File: src/rtl/edge_frame_sequencer_if.sv
// rtl/edge_frame_sequencer_if.sv - frame buffer read port and edge stage pixel bus
//
// Groups the sequencer's frame buffer read port and its edge stage outputs.
//   MemRd     frame buffer read strobe (sequencer -> buffer)
//   MemAddr   16-bit read address (sequencer -> buffer)
//   MemData   8-bit read data, valid the cycle after MemRd (buffer -> sequencer)
//   PixelOut  8-bit pixel to the edge stage
//   FrameOut  high with the first pixel of the frame
//   LineOut   high with the first pixel of every line
//   Width     latched frame width for the edge stage
// master: the sequencer side; slave: the frame buffer / edge stage side.
interface edge_frame_sequencer_if;
  logic        MemRd;
  logic [15:0] MemAddr;
  logic [7:0]  MemData;
  logic [7:0]  PixelOut;
  logic        FrameOut;
  logic        LineOut;
  logic [7:0]  Width;

  modport master (
    output MemRd, MemAddr, PixelOut, FrameOut, LineOut, Width,
    input  MemData
  );

  modport slave (
    input  MemRd, MemAddr, PixelOut, FrameOut, LineOut, Width,
    output MemData
  );
endinterface

File: src/rtl/edge_frame_sequencer.sv
// rtl/edge_frame_sequencer.sv - raster-scan frame sequencer feeding the edge stage
//
// On Start (in IDLE) latches the frame geometry, reads the frame buffer in
// raster order, forwards each pixel with frame/line start tags two cycles
// after its read, flushes the edge stage for DRAIN_CYCLES cycles and pulses
// Done. Abort returns to IDLE from any state and clears the read pipeline.
//   Clk        clock, rising edge
//   nReset     asynchronous active-low reset
//   Start      level-sampled start request, acted on only in IDLE
//   Abort      synchronous abort, acted on in any state
//   CfgWidth   frame width in pixels
//   CfgHeight  frame height in lines
//   Busy       high while fetching or draining
//   Done       one-cycle completion pulse
//   bus        frame buffer read port and edge stage outputs (master side)
module edge_frame_sequencer #(
  parameter int DRAIN_CYCLES = 104
) (
  input  logic                          Clk,
  input  logic                          nReset,
  input  logic                          Start,
  input  logic                          Abort,
  input  logic [7:0]                    CfgWidth,
  input  logic [7:0]                    CfgHeight,
  output logic                          Busy,
  output logic                          Done,
  edge_frame_sequencer_if.master        bus
);

  localparam int DCW = $clog2(DRAIN_CYCLES + 1);

  typedef enum logic [1:0] {
    S_IDLE  = 2'd0,
    S_FETCH = 2'd1,
    S_DRAIN = 2'd2,
    S_DONE  = 2'd3
  } state_t;

  state_t state, state_nxt;

  logic [7:0]     width_q;
  logic [7:0]     height_q;
  logic [15:0]    addr_q;
  logic [7:0]     col_q;
  logic [7:0]     row_q;
  logic [DCW-1:0] drain_q;

  // read pipeline: stage 1 tags ride alongside the read, stage 2 meets the data
  logic           v1_q;
  logic           line1_q;
  logic           frame1_q;
  logic [7:0]     pix_q;
  logic           line_q;
  logic           frame_q;

  logic mem_rd;
  logic start_accept;
  logic last_fetch;
  logic drain_last;

  assign start_accept = (state == S_IDLE) && Start && !Abort;
  assign last_fetch   = (col_q == width_q - 8'd1) && (row_q == height_q - 8'd1);
  assign drain_last   = (drain_q == DCW'(DRAIN_CYCLES - 1));

  // state register
  always_ff @(posedge Clk or negedge nReset) begin
    if (!nReset) begin
      state <= S_IDLE;
    end else begin
      state <= state_nxt;
    end
  end

  // next-state logic; Abort overrides everything, including a same-cycle Start
  always_comb begin
    state_nxt = state;
    if (Abort) begin
      state_nxt = S_IDLE;
    end else begin
      case (state)
        S_IDLE: begin
          if (Start) begin
            state_nxt = (CfgWidth == 8'd0 || CfgHeight == 8'd0) ? S_DONE : S_FETCH;
          end
        end
        S_FETCH: if (last_fetch) state_nxt = S_DRAIN;
        S_DRAIN: if (drain_last) state_nxt = S_DONE;
        S_DONE:  state_nxt = S_IDLE;
        default: state_nxt = S_IDLE;
      endcase
    end
  end

  // state-decoded outputs
  always_comb begin
    mem_rd = 1'b0;
    Busy   = 1'b0;
    Done   = 1'b0;
    case (state)
      S_FETCH: begin
        mem_rd = 1'b1;
        Busy   = 1'b1;
      end
      S_DRAIN: Busy = 1'b1;
      S_DONE:  Done = 1'b1;
      default: ;
    endcase
  end

  // geometry latch; Width holds its value across Abort and into IDLE
  always_ff @(posedge Clk or negedge nReset) begin
    if (!nReset) begin
      width_q  <= 8'd0;
      height_q <= 8'd0;
    end else if (start_accept) begin
      width_q  <= CfgWidth;
      height_q <= CfgHeight;
    end
  end

  // scan counters sit at zero outside FETCH so every frame starts at the origin
  always_ff @(posedge Clk or negedge nReset) begin
    if (!nReset) begin
      addr_q <= 16'd0;
      col_q  <= 8'd0;
      row_q  <= 8'd0;
    end else if (state == S_FETCH && !Abort && !last_fetch) begin
      addr_q <= addr_q + 16'd1;
      if (col_q == width_q - 8'd1) begin
        col_q <= 8'd0;
        row_q <= row_q + 8'd1;
      end else begin
        col_q <= col_q + 8'd1;
      end
    end else begin
      addr_q <= 16'd0;
      col_q  <= 8'd0;
      row_q  <= 8'd0;
    end
  end

  always_ff @(posedge Clk or negedge nReset) begin
    if (!nReset) begin
      drain_q <= '0;
    end else if (state == S_DRAIN && !Abort) begin
      drain_q <= drain_q + DCW'(1);
    end else begin
      drain_q <= '0;
    end
  end

  always_ff @(posedge Clk or negedge nReset) begin
    if (!nReset) begin
      v1_q     <= 1'b0;
      line1_q  <= 1'b0;
      frame1_q <= 1'b0;
      pix_q    <= 8'd0;
      line_q   <= 1'b0;
      frame_q  <= 1'b0;
    end else if (Abort) begin
      v1_q     <= 1'b0;
      line1_q  <= 1'b0;
      frame1_q <= 1'b0;
      pix_q    <= 8'd0;
      line_q   <= 1'b0;
      frame_q  <= 1'b0;
    end else begin
      v1_q     <= mem_rd;
      line1_q  <= mem_rd && (col_q == 8'd0);
      frame1_q <= mem_rd && (col_q == 8'd0) && (row_q == 8'd0);
      pix_q    <= v1_q ? bus.MemData : 8'd0;
      line_q   <= v1_q && line1_q;
      frame_q  <= v1_q && frame1_q;
    end
  end

  assign bus.MemRd    = mem_rd;
  assign bus.MemAddr  = addr_q;
  assign bus.PixelOut = pix_q;
  assign bus.FrameOut = frame_q;
  assign bus.LineOut  = line_q;
  assign bus.Width    = width_q;

endmodule

File: src/flat_wrapper.sv
// flat-port wrapper written by rule: the top's interface ports become plain ports
module edge_frame_sequencer_flat 
#(
  parameter int DRAIN_CYCLES = 104
)
  (Clk, nReset, Start, Abort, CfgWidth, CfgHeight, Busy, Done, bus_MemRd, bus_MemAddr, bus_PixelOut, bus_FrameOut, bus_LineOut, bus_Width, bus_MemData);
  edge_frame_sequencer_if bus_i ();
  input  logic Clk;
  input  logic nReset;
  input  logic Start;
  input  logic Abort;
  input  logic [7:0] CfgWidth;
  input  logic [7:0] CfgHeight;
  output logic Busy;
  output logic Done;
  output wire logic [$bits(bus_i.MemRd)-1:0] bus_MemRd;
  output wire logic [$bits(bus_i.MemAddr)-1:0] bus_MemAddr;
  output wire logic [$bits(bus_i.PixelOut)-1:0] bus_PixelOut;
  output wire logic [$bits(bus_i.FrameOut)-1:0] bus_FrameOut;
  output wire logic [$bits(bus_i.LineOut)-1:0] bus_LineOut;
  output wire logic [$bits(bus_i.Width)-1:0] bus_Width;
  input wire logic [$bits(bus_i.MemData)-1:0] bus_MemData;
  assign bus_MemRd = bus_i.MemRd;
  assign bus_MemAddr = bus_i.MemAddr;
  assign bus_PixelOut = bus_i.PixelOut;
  assign bus_FrameOut = bus_i.FrameOut;
  assign bus_LineOut = bus_i.LineOut;
  assign bus_Width = bus_i.Width;
  assign bus_i.MemData = bus_MemData;
  edge_frame_sequencer #(.DRAIN_CYCLES(DRAIN_CYCLES)) u_core (.Clk(Clk), .nReset(nReset), .Start(Start), .Abort(Abort), .CfgWidth(CfgWidth), .CfgHeight(CfgHeight), .Busy(Busy), .Done(Done), .bus(bus_i));
endmodule
File: config.mk
export PLATFORM = sky130hd
export DESIGN_NAME = edge_frame_sequencer_flat
export DESIGN_NICKNAME = d
export VERILOG_FILES = /design/src/rtl/edge_frame_sequencer_if.sv /design/src/rtl/edge_frame_sequencer.sv /design/src/flat_wrapper.sv
export SDC_FILE = /design/constraint.sdc
export NUM_CORES = 1
export LEC_CHECK = 0
export CAP_MARGIN = 40
export CORE_ASPECT_RATIO = 1.4
export CORE_MARGIN = 2
export CORE_UTILIZATION = 25
export DETAILED_ROUTE_END_ITERATION = 10
export GPL_TIMING_DRIVEN = 0
export PLACE_DENSITY = 0.55
export SLEW_MARGIN = 20
export SYNTH_ARGS = -nofsm -noshare
export SYNTH_HDL_FRONTEND = slang
export SYNTH_SLANG_ARGS = --single-unit
File: constraint.sdc
create_clock -name Clk -period 2.75 [get_ports Clk]
set_input_delay 0.55 -clock Clk [delete_from_list [all_inputs] [get_ports Clk]]
set_output_delay 0.55 -clock Clk [all_outputs]
set_load 0.005 [all_outputs]
==> flow_summary_export.csv <==
group,metric,value,unit
worst_setup_path,crit_path_frequent_cell,"or4_4",
placed_design,io_buffers,64,
worst_setup_path,r2r-end,"u_core.row_q[4]$_DFFE_PN0P_",
synth,synth_ff_type,"dfrtp_1",
layout,nFillCells,1448,
synth,syn-instance-count,349,
clocking,insertion_delay,330,ps
layout,fin_cells,628,
pwr,power_leakage,2.00,nW
worst_setup_path,critPathBufInv,2,
synth,ys_top_cells_by_count,"70 x dfrtp_1, 38 x nor2_1, 21 x xor2_1",
layout,diodes,0,
floorplan,start_util,25.4,%
layout,multiInputGateArea,0.00189,sq mm
synth,synth.most_common_cell,"dfrtp_1",
clocking,cts.sinks,70,
worst_setup_path,crit_fanout,5,
synth,synth_nets,390,
worst_setup_path,crit_cells,8,
placed_design,dp_hpwl,6140,um
worst_setup_path,critPathArrivalTime,3040,ps
routing,routedWlPerCell,13.5,um
worst_setup_path,crit_family,"simple AND/OR/NAND/NOR gates",
sta,rsz0062_at_grt,"yes",
synth,synth_top_area_share,48.0,%
job,cap_violations,0,
routing,antenna_left,0,
floorplan,die-area,0.0156,sq mm
floorplan,pin_count,65,
synth,ys_warn_count,0,
clocking,clockBufferDepth,2,
routing,post-route-drc-count,0,
routing,via_per_inst,4.56,
worst_setup_path,crit_type,"reg2reg",
placed_design,place.gp.congestion,0.744,
floorplan,rows,52,
worst_setup_path,r2r_cells,8,
clocking,htree_levels,3,
worst_setup_path,cp-start-kind,"register",
synth,synthTopCellsByArea,"dfrtp_1 48%, xor2_1 5.0%, mux2_2 4.9%",
clocking,cts_tree,"built",
layout,drive_gt1_share,16.2,%
pwr,power_density,762,mW/mm^2
worst_setup_path,critical_path_required,3010,ps
synth,yosysSeqAreaShare,48.0,%
worst_setup_path,cp_cell_sequence,"buf_4, or4_4, or4b_4, a21oi_4, o311ai_4, buf_6, or4_4, a21oi_2",
worst_setup_path,critPathCaptureType,"register",
sta,setup_ws,-25.5,ps
clocking,cts_root_buf,"clkbuf_16",
worst_hold_path,hold_class,"in2async",
global_routing,grt_overflow_total,0,
global_routing,grt_pass1_wl,14100,um
synth,yosysTopAreaCell,"dfrtp_1",
layout,register_area,0.00175,sq mm
worst_setup_path,slowest_delay,570,ps
clocking,clk_pin_slew_worst_paths,50,ps
placed_design,placed_cells,604,
global_routing,grt_pass1_vias,2913,
worst_setup_path,r2r_start,"u_core.bus.Width[0]$_DFFE_PN0P_",
sta,fin_hold_ws,194,ps
floorplan,fp.dieH,147,um
sta,period_share,101,%
synth,synth-edff-count,0,
layout,area_growth,36.8,%
status,outcome,"complete, but fails checks",
global_routing,antenna_found_initial,0,
routing,drtIter0Drc,124,
layout,nets,476,
worst_setup_path,crit_path_start,"u_core.bus.Width[0]$_DFFE_PN0P_",
floorplan,coreArea,0.0144,sq mm
routing,wirelength,8470,um
layout,fin_util,34.7,%
sta,finClkSkew,7.02,ps
sta,tightestPinTransition,521,ps
pwr,ir_worst_vdd,445,uV
floorplan,die_w,106,um
sta,max_freq,360,MHz
synth,netlist_area,0.00365,sq mm
synth,ys_async_sr_fraction,100,%
synth,synth-seq-cells,70,
status,violations,"negative setup slack",
synth,avgSynthCellArea,10.5,sq um
sta,period_minus_slack,2780,ps
sta,finalSetupViolations,5,
sta,slew_violations,0,
routing,dr_total_vias,2864,
routing,drtPass1Iterations,4,
global_routing,grtUsageTotal,11.5,%
worst_setup_path,crit_path_top_delay_cell,"or4_4",
clocking,cts-buffers-inserted,9,
synth,synth_cell_type_count,48,
sta,final-hold-violation-count,0,
worst_setup_path,reg2reg_setup_slack,-30,ps
global_routing,grt_max_degree,38,
sta,max_slew_margin,65.2,%
==> cells by family after synthesis <==
logic type	after synthesis	share of synthesized area (%)
muxes	17	5.21
AOI/OAI and AO/OA	43	8.64
xor gates and xnor gates	38	9.12
DFF	70	48.0
adders and majority gates	13	4.46
and+or+nand+nor	144	21.6
buffers and inverters	24	2.95
==> area by class of cell <==
| type | instances | area share [%] |
|---|---|---|
| timing repair buffer | 75 | 14.8 |
| inverter | 17 | 1.28 |
| clock buffer | 14 | 5.29 |
| clock inverter | 1 | 0.100 |
| tap | 189 | 4.74 |
| sequential | 70 | 35.1 |
| buffer | 7 | 0.877 |
| multi-input combinational | 255 | 37.8 |
==> cells in the final DEF (no fill, tap or decap), types with 2 or more instances in the layout <==
cell type         n
nand3_1          20
nor2_4            2
nor3_1            6
buf_1             2
ha_1             12
nand4_1           2
o31ai_1           4
clkdlybuf4s50_1  63
or3_1             8
a21oi_1           6
nor2b_1           5
nor4b_1           2
nor2_1           31
clkbuf_16         9
nand2_1          17
and2_1           10
clkbuf_8          2
inv_1            15
xor2_1           21
inv_2             2
nand4bb_1         2
or4_4             3
buf_6             5
nand2b_1          4
mux2_2           16
a31oi_1           5
o21ai_0           8
a21oi_2           3
nand3b_1          3
clkbuf_1          5
o211ai_1          2
xnor2_1          17
nor4_1            5
buf_4             6
nor2_2            5
and4_1            2
buf_2             3
a21o_1            4
dfrtp_1          69
and3_1            9
==> how the worst max path moves through the flow <==
stage,end
floorplan,u_core.row_q[4]$_DFFE_PN0P_
global placement,u_core.height_q[3]$_DFFE_PN0P_
detailed placement,u_core.bus.MemAddr[10]$_DFF_PN0_
CTS,u_core.row_q[4]$_DFFE_PN0P_
global route,u_core.row_q[4]$_DFFE_PN0P_
finish,u_core.row_q[4]$_DFFE_PN0P_
==> per-stage QoR <==
| stage | setup slack (ps) | TNS (ps) | total power, mW | area, sq um |
|---|---|---|---|---|
| after floorplan | -4.60 | -4.60 | 2.15 | 3660 |
| after global placement | -1410 | -108140 | 2.58 | 4540 |
| after detailed placement | -303 | -5060 | 2.62 | 4560 |
| after CTS | -58.7 | -97.5 | 3.81 | 4910 |
| after global routing | -124 | -1880 | 4.06 | 4990 |
| final | -25.5 | -81.9 | 3.81 | 4990 |
==> what timing repair did <==
item | in CTS | in global routing
pin swaps | 9 | 13
hold buffers | 0 | 0
endpoints found under the setup margin | 31 | 33
resized for setup | 7 | 21
cloned | 1 | 1
buffers inserted | 7 | 0
==> where the power goes <==
part | switching, mW | internal [mW]
Sequential | 0.206 | 1.20
Clock | 0.408 | 0.654
Combinational | 0.618 | 0.724
Total | 1.23 | 2.57
==> routing by layer <==
metal  routed length, um  track usage (%)  vias to the layer above
li1                    -                -                     1394
met1                3530             13.1                     1395
met2                4350             19.6                       57
met3                 283             2.13                       18
met4                 312             7.17                        0
met5                   0                0                        -
==> worst reg2reg max path, delay by kind of cell, from the launching register on <==
family	cells	cell delay, ps
and+or+nand+nor	3	1540
DFF	1	410
buffers and inverters	2	330
AOI/OAI and AO/OA	3	430
==> flip-flops by register name, indices dropped and copies added, names as in the netlist, 2 cells and up <==
name and count:
u_core.bus.MemAddr 16, u_core.bus.PixelOut 8, u_core.bus.Width 8, u_core.col_q 8, u_core.drain_q 7, u_core.height_q 8
u_core.row_q 8, u_core.state 2
Note: power is estimated with default switching activity, not from simulation.
